## src/rtl/input_debouncer.sv

```systemverilog
// -----------------------------------------------------------------------------
// input_debouncer
//
// Conditions four raw board switch/button inputs for the downstream
// combinational stage y = a'bd' + bc + bd'. Each bit passes through its own
// SYNC_STAGES-deep synchronizer and then its own debounce state machine. A
// debounced output only takes a new value after the synchronized input has
// differed from it for DEBOUNCE_CYCLES consecutive clocks. Any bounce back
// to the current output value discards the partial count.
//
// Optional feature macro: DEBOUNCE_CHANGE_PULSE_EN
//   When defined, adds changeWire. It is a one-cycle pulse on the edge where
//   any debounced output updates. Updates on several bits in the same edge
//   give one pulse.
//
// Parameters:
//   DEBOUNCE_CYCLES  qualification time in clocks (>= 1)
//   SYNC_STAGES      synchronizer depth per bit (>= 2)
//
// Ports:
//   clkWire     in   system clock, rising edge
//   rstWire     in   synchronous active-high reset
//   rawWire     in   [3]=a [2]=b [1]=c [0]=d, asynchronous raw inputs
//   aWire..dWire out debounced, registered outputs
//   busyWire    out  high while any bit is qualifying a change
//   changeWire  out  update pulse (only with DEBOUNCE_CHANGE_PULSE_EN)
//
// Per-bit state table:
//   state   | meaning
//   IDLE    | synchronized input equals the debounced value, counter at 0
//   PENDING | synchronized input differs, counter running toward terminal
// -----------------------------------------------------------------------------
module input_debouncer #(
    parameter int DEBOUNCE_CYCLES = 1000000,
    parameter int SYNC_STAGES     = 2
) (
    input  logic       clkWire,
    input  logic       rstWire,
    input  logic [3:0] rawWire,
    output logic       aWire,
    output logic       bWire,
    output logic       cWire,
    output logic       dWire,
    output logic       busyWire
`ifdef DEBOUNCE_CHANGE_PULSE_EN
    ,
    output logic       changeWire
`endif
);

    localparam int CW = $clog2(DEBOUNCE_CYCLES + 1);
    // The counter value seen on the edge that commits the new value.
    localparam logic [CW-1:0] TERM_COUNT = CW'(DEBOUNCE_CYCLES - 1);

    typedef enum logic {
        IDLE    = 1'b0,
        PENDING = 1'b1
    } state_t;

    logic [SYNC_STAGES-1:0] sync_chain [4];
    state_t                 state      [4];
    logic [CW-1:0]          count      [4];
    logic [3:0]             stable;

    logic [3:0] sync_bit;
    logic [3:0] differs;
    logic [3:0] update;
    logic [3:0] pend_next;

    // update:    the bit commits its new value on this edge.
    // pend_next: the bit is in PENDING after this edge. busyWire registers
    //            the OR of this, so it drops on the same edge as the commit.
    always_comb begin
        sync_bit  = '0;
        differs   = '0;
        update    = '0;
        pend_next = '0;
        for (int i = 0; i < 4; i++) begin
            sync_bit[i] = sync_chain[i][SYNC_STAGES-1];
            differs[i]  = sync_bit[i] ^ stable[i];
            if (state[i] == IDLE) begin
                // With a one-cycle qualification time, IDLE commits directly.
                update[i] = differs[i] && (DEBOUNCE_CYCLES == 1);
            end else begin
                update[i] = differs[i] && (count[i] == TERM_COUNT);
            end
            pend_next[i] = differs[i] && !update[i];
        end
    end

    always_ff @(posedge clkWire) begin
        if (rstWire) begin
            for (int i = 0; i < 4; i++) begin
                sync_chain[i] <= '0;
                state[i]      <= IDLE;
                count[i]      <= '0;
            end
            stable   <= '0;
            busyWire <= 1'b0;
`ifdef DEBOUNCE_CHANGE_PULSE_EN
            changeWire <= 1'b0;
`endif
        end else begin
            for (int i = 0; i < 4; i++) begin
                if (SYNC_STAGES > 1) begin
                    sync_chain[i] <= {sync_chain[i][SYNC_STAGES-2:0], rawWire[i]};
                end else begin
                    sync_chain[i] <= {SYNC_STAGES{rawWire[i]}};
                end

                case (state[i])
                    IDLE: begin
                        if (update[i]) begin
                            stable[i] <= sync_bit[i];
                            count[i]  <= '0;
                        end else if (differs[i]) begin
                            state[i] <= PENDING;
                            count[i] <= CW'(1);
                        end
                    end
                    PENDING: begin
                        if (!differs[i]) begin
                            // Bounce back: restart qualification from scratch.
                            state[i] <= IDLE;
                            count[i] <= '0;
                        end else if (update[i]) begin
                            stable[i] <= sync_bit[i];
                            state[i]  <= IDLE;
                            count[i]  <= '0;
                        end else begin
                            count[i] <= count[i] + CW'(1);
                        end
                    end
                    default: begin
                        state[i] <= IDLE;
                        count[i] <= '0;
                    end
                endcase
            end
            busyWire <= |pend_next;
`ifdef DEBOUNCE_CHANGE_PULSE_EN
            changeWire <= |update;
`endif
        end
    end

    assign aWire = stable[3];
    assign bWire = stable[2];
    assign cWire = stable[1];
    assign dWire = stable[0];

endmodule

```

## config.mk

```make
export PLATFORM = sky130hd
export DESIGN_NAME = input_debouncer
export DESIGN_NICKNAME = d
export VERILOG_FILES = /design/src/rtl/input_debouncer.sv
export SDC_FILE = /design/constraint.sdc
export NUM_CORES = 1
export LEC_CHECK = 0
export BUFFER_PORTS_ARGS = -buffer_cell sky130_fd_sc_hd__buf_2
export CORE_MARGIN = 8
export CORE_UTILIZATION = 40
export DETAILED_ROUTE_END_ITERATION = 8
export GPL_ROUTABILITY_DRIVEN = 0
export SETUP_SLACK_MARGIN = 0.5
export SLEW_MARGIN = 20
export SYNTH_ARGS = -nofsm -noshare
export SYNTH_HDL_FRONTEND = slang
export SYNTH_SLANG_ARGS = --single-unit
```

## constraint.sdc

```tcl
create_clock -name clkWire -period 5.9 [get_ports clkWire]
set_input_delay 0 -clock clkWire [delete_from_list [all_inputs] [get_ports clkWire]]
set_output_delay 0 -clock clkWire [all_outputs]
set_load 0.005 [all_outputs]
```

==> metrics.json <==
{
  "outcome": "finished, final reports clean",
  "placedCellCount": 644,
  "drt-wirelength-per-cell_um": 13.1,
  "yosys_register_bits": 97,
  "area_delta_synth_final_pct": 10.5,
  "finalSetupTns_ns": 0,
  "first_pass_grt_wire_length_um": 15100,
  "h-tree-depth": 3,
  "postCtsSetupRepairBufs": 0,
  "die-width_um": 129,
  "post_synth_num_cell_types": 43,
  "cp.required_ns": 5.97,
  "place.detailed.hpwl_um": 5920,
  "wp_data_arrival_ns": 2.38,
  "r2r-start": "count[3][0]",
  "power.density_cell_area_nw_per_um2": 268,
  "worst_skew_pair.late_latency_ns": 0.35,
  "worst_hold_path_type": "in2reg",
  "boundaryPins": 11,
  "number_of_port_buffers": 10,
  "coreArea_um2": 12500,
  "initialDrtViolationCount": 224,
  "clk_path_buf_depth": 2,
  "final-instance-count-excl-fill": 664,
  "final_layout_size_suffix_gt1_share_pct": 7.11,
  "detail-route-antenna-nets": 0,
  "rsz0062_at_grt": "no",
  "criticalPathCategory": "reg2reg",
  "worstHoldPathCells": 2,
  "clock-skew-final_ns": 0.00560,
  "cp_slowest_stage_delay_ns": 0.55,
  "timing.final.hold_violations": 0,
  "mappedNetlistArea_um2": 5080,
  "worstPathMaxFanout": 20,
  "synthesis.area_per_instance_um2": 10.7,
  "report.final.slew_viol_count": 0,
  "synth-edff-count": 84,
  "std_cell_rows": 41,
  "antenna_found_initial": 0,
  "critical_path.cell_chain": "ha_1 > nand3_1 > nor4_1 > and3_1 > or3_1 > nor2_1",
  "min_tclk_post_route_ns": 2.31,
  "routed-via-count": 3309,
  "final.fill_count": 1189,
  "synth.net_count": 483,
  "timing.critical_path.from_type": "flop",
  "timing.critical_path.to_type": "flop",
  "crit_share_post_route_pct": 39.1,
  "synth_async_sr_flop_share_pct": 0,
  "synth_cells": 473,
  "timing.fmax_mhz": 433,
  "tritoncts": "done",
  "vias_per_cell": 4.98,
  "clk_transition_reported_paths_ns": 0.07,
  "regToRegEndpoint": "count[3][9]",
  "global_route.usage.total_pct": 11.4,
  "post_cts_resize_count": 0,
  "grt_max_degree": 30,
  "setup.reg_to_reg.worst_slack_ns": 3.59,
  "maxSlewHeadroom_pct": 42.5,
  "final_net_count": 497,
  "r2r.worst_path.cells": 6,
  "worst_path_max_delay_cell": "sky130_fd_sc_hd__or3_1",
  "worst_slew_pin_slew_ns": 0.862,
  "synth-seq-area-share_pct": 54.7,
  "max-cap-violations": 0,
  "setup-violations-final": 0,
  "grt_pass1_vias": 3177,
  "die_height_um": 129,
  "clock_sinks": 97,
  "cts_buffers": 9,
  "drt_drc_violations_left": 0,
  "cts_root_buffer": "sky130_fd_sc_hd__clkbuf_16",
  "first_pass_iters": 4,
  "initial_cell_density_of_the_core_pct": 40.6,
  "total_die_area_um2": 16600,
  "grt_remaining_overflow": 0,
  "routed_wl_um": 8710,
  "synth-main-ff-cell": "sky130_fd_sc_hd__edfxtp_1",
  "hold-path-endpoint": "stable[3]",
  "timing.hold.worst.start": "rstWire",
  "cellLeakagePower_nw": 1.84,
  "antennaDiodeCount": 0,
  "ir_drop_v": 0.000113,
  "synth_warnings": 0
}
## cell usage in the layout (no fill, tap or decap), types with 2 or more instances in the layout
cell,netlist,routed
sky130_fd_sc_hd__a21oi_1,4,4
sky130_fd_sc_hd__and3_1,8,8
sky130_fd_sc_hd__and4_1,7,7
sky130_fd_sc_hd__buf_2,4,10
sky130_fd_sc_hd__clkbuf_16,0,11
sky130_fd_sc_hd__clkinv_2,0,3
sky130_fd_sc_hd__dfxtp_1,13,13
sky130_fd_sc_hd__dlygate4sd3_1,0,4
sky130_fd_sc_hd__edfxtp_1,84,84
sky130_fd_sc_hd__ha_1,4,4
sky130_fd_sc_hd__inv_1,14,14
sky130_fd_sc_hd__mux2i_1,4,4
sky130_fd_sc_hd__nand2_1,27,27
sky130_fd_sc_hd__nand2b_1,4,4
sky130_fd_sc_hd__nand3_1,35,35
sky130_fd_sc_hd__nand4_1,11,11
sky130_fd_sc_hd__nor2_1,97,97
sky130_fd_sc_hd__nor2b_1,9,9
sky130_fd_sc_hd__nor3_1,13,13
sky130_fd_sc_hd__nor4_1,8,8
sky130_fd_sc_hd__nor4_2,5,5
sky130_fd_sc_hd__nor4b_1,3,3
sky130_fd_sc_hd__nor4bb_1,2,2
sky130_fd_sc_hd__o21ai_0,3,3
sky130_fd_sc_hd__o21bai_1,4,4
sky130_fd_sc_hd__or3_1,11,11
sky130_fd_sc_hd__or4b_1,2,2
sky130_fd_sc_hd__xnor2_1,37,37
sky130_fd_sc_hd__xor2_1,40,40
## through the flow
stage                     total power [mW]  hold WS (ns)  setup slack (ns)  util (%)  area (µm²)
after floorplan                      0.909         0.128              3.97         -        5080
after global placement               0.933         0.217              3.62      42.1        5280
after detailed placement             0.935         0.214              3.56      42.1        5280
after CTS                             1.53        0.0683              3.56      44.9        5620
after global routing                  1.57         0.114              3.34      44.9        5620
final                                 1.51        0.0719              3.59      44.9        5620
## synth_stat cells (all sizes together), types with 8 or more instances
cell type | count | share of area (%)
and3 | 8 | 0.98
dfxtp | 13 | 5.1
edfxtp | 84 | 50
inv | 14 | 1.0
nand2 | 28 | 2.1
nand3 | 37 | 4.0
nand4 | 11 | 1.4
nor2 | 97 | 7.2
nor2b | 9 | 1.1
nor3 | 13 | 1.3
nor4 | 13 | 2.2
or3 | 11 | 1.4
xnor2 | 37 | 6.4
xor2 | 40 | 6.9
## worst max path at each step
| stage | start | end | slack (ns) |
|---|---|---|---|
| 4_1_cts | count[3][0] | count[3][9] | 3.56 |
| 2_1_floorplan | count[0][6] | state[0] | 3.97 |
| 5_1_grt | count[3][0] | count[3][9] | 3.34 |
| 3_3_place_gp | count[3][0] | count[3][9] | 3.62 |
| 3_5_place_dp | count[3][0] | count[3][4] | 3.56 |
| 6_report | count[3][0] | count[3][9] | 3.59 |
## repair_timing
action                                  in CTS  in global routing
hold buffers                                 4                  0
endpoints found under the hold margin        4                  0
endpoints found under the setup margin       0                  0
## routing by layer
| metal | vias to the layer above | wire length (µm) | track usage, % |
|---|---|---|---|
| met5 | - | 0 | 0 |
| met4 | 0 | 185 | 6.15 |
| met3 | 10 | 217 | 2.57 |
| met2 | 35 | 3960 | 17.4 |
| met1 | 1563 | 4350 | 14.9 |
| li1 | 1701 | - | - |
## flip-flops by register name, summed over array words and instances (netlist names)
register	flops
state	4
count	80
stable	4
busyWire	1
sync_chain	8
## critical path: cells and delay by family, from the launching register on
| kind | cells | cell delay [ns] |
|---|---|---|
| AND/OR/NAND/NOR | 5 | 1.40 |
| adder cells (fa/ha/maj) | 1 | 0.25 |
| flip-flops | 1 | 0.38 |
## logic make-up (layout without fill, tap and decap cells)
| family | after synthesis | count (layout) | share of synthesized area, % |
|---|---|---|---|
| simple gates | 251 | 251 | 25.8 |
| flops | 97 | 97 | 54.7 |
| compound gates | 15 | 15 | 1.97 |
| xor+xnor | 77 | 77 | 13.3 |
| fa+ha+maj | 4 | 4 | 0.985 |
| buf+inv | 25 | 44 | 2.49 |
| mux | 4 | 4 | 0.788 |
## where the power goes
group | internal (mW) | total, mW | switching, mW
combinational | 0.0370 | 0.0831 | 0.0461
clock | 0.335 | 0.585 | 0.250
sequential | 0.794 | 0.839 | 0.0451
## cell type report
class	instances	area, µm²	area share [%]
tap	172	215	3.83
timing repair buffer	14	90.1	1.60
clock buffer	12	279	4.97
sequential	97	2780	49.6
inverter	14	52.6	0.936
multi-input combinational	351	2170	38.7
clock inverter	4	21.3	0.379
No activity file was read; power rests on OpenSTA's default activity.
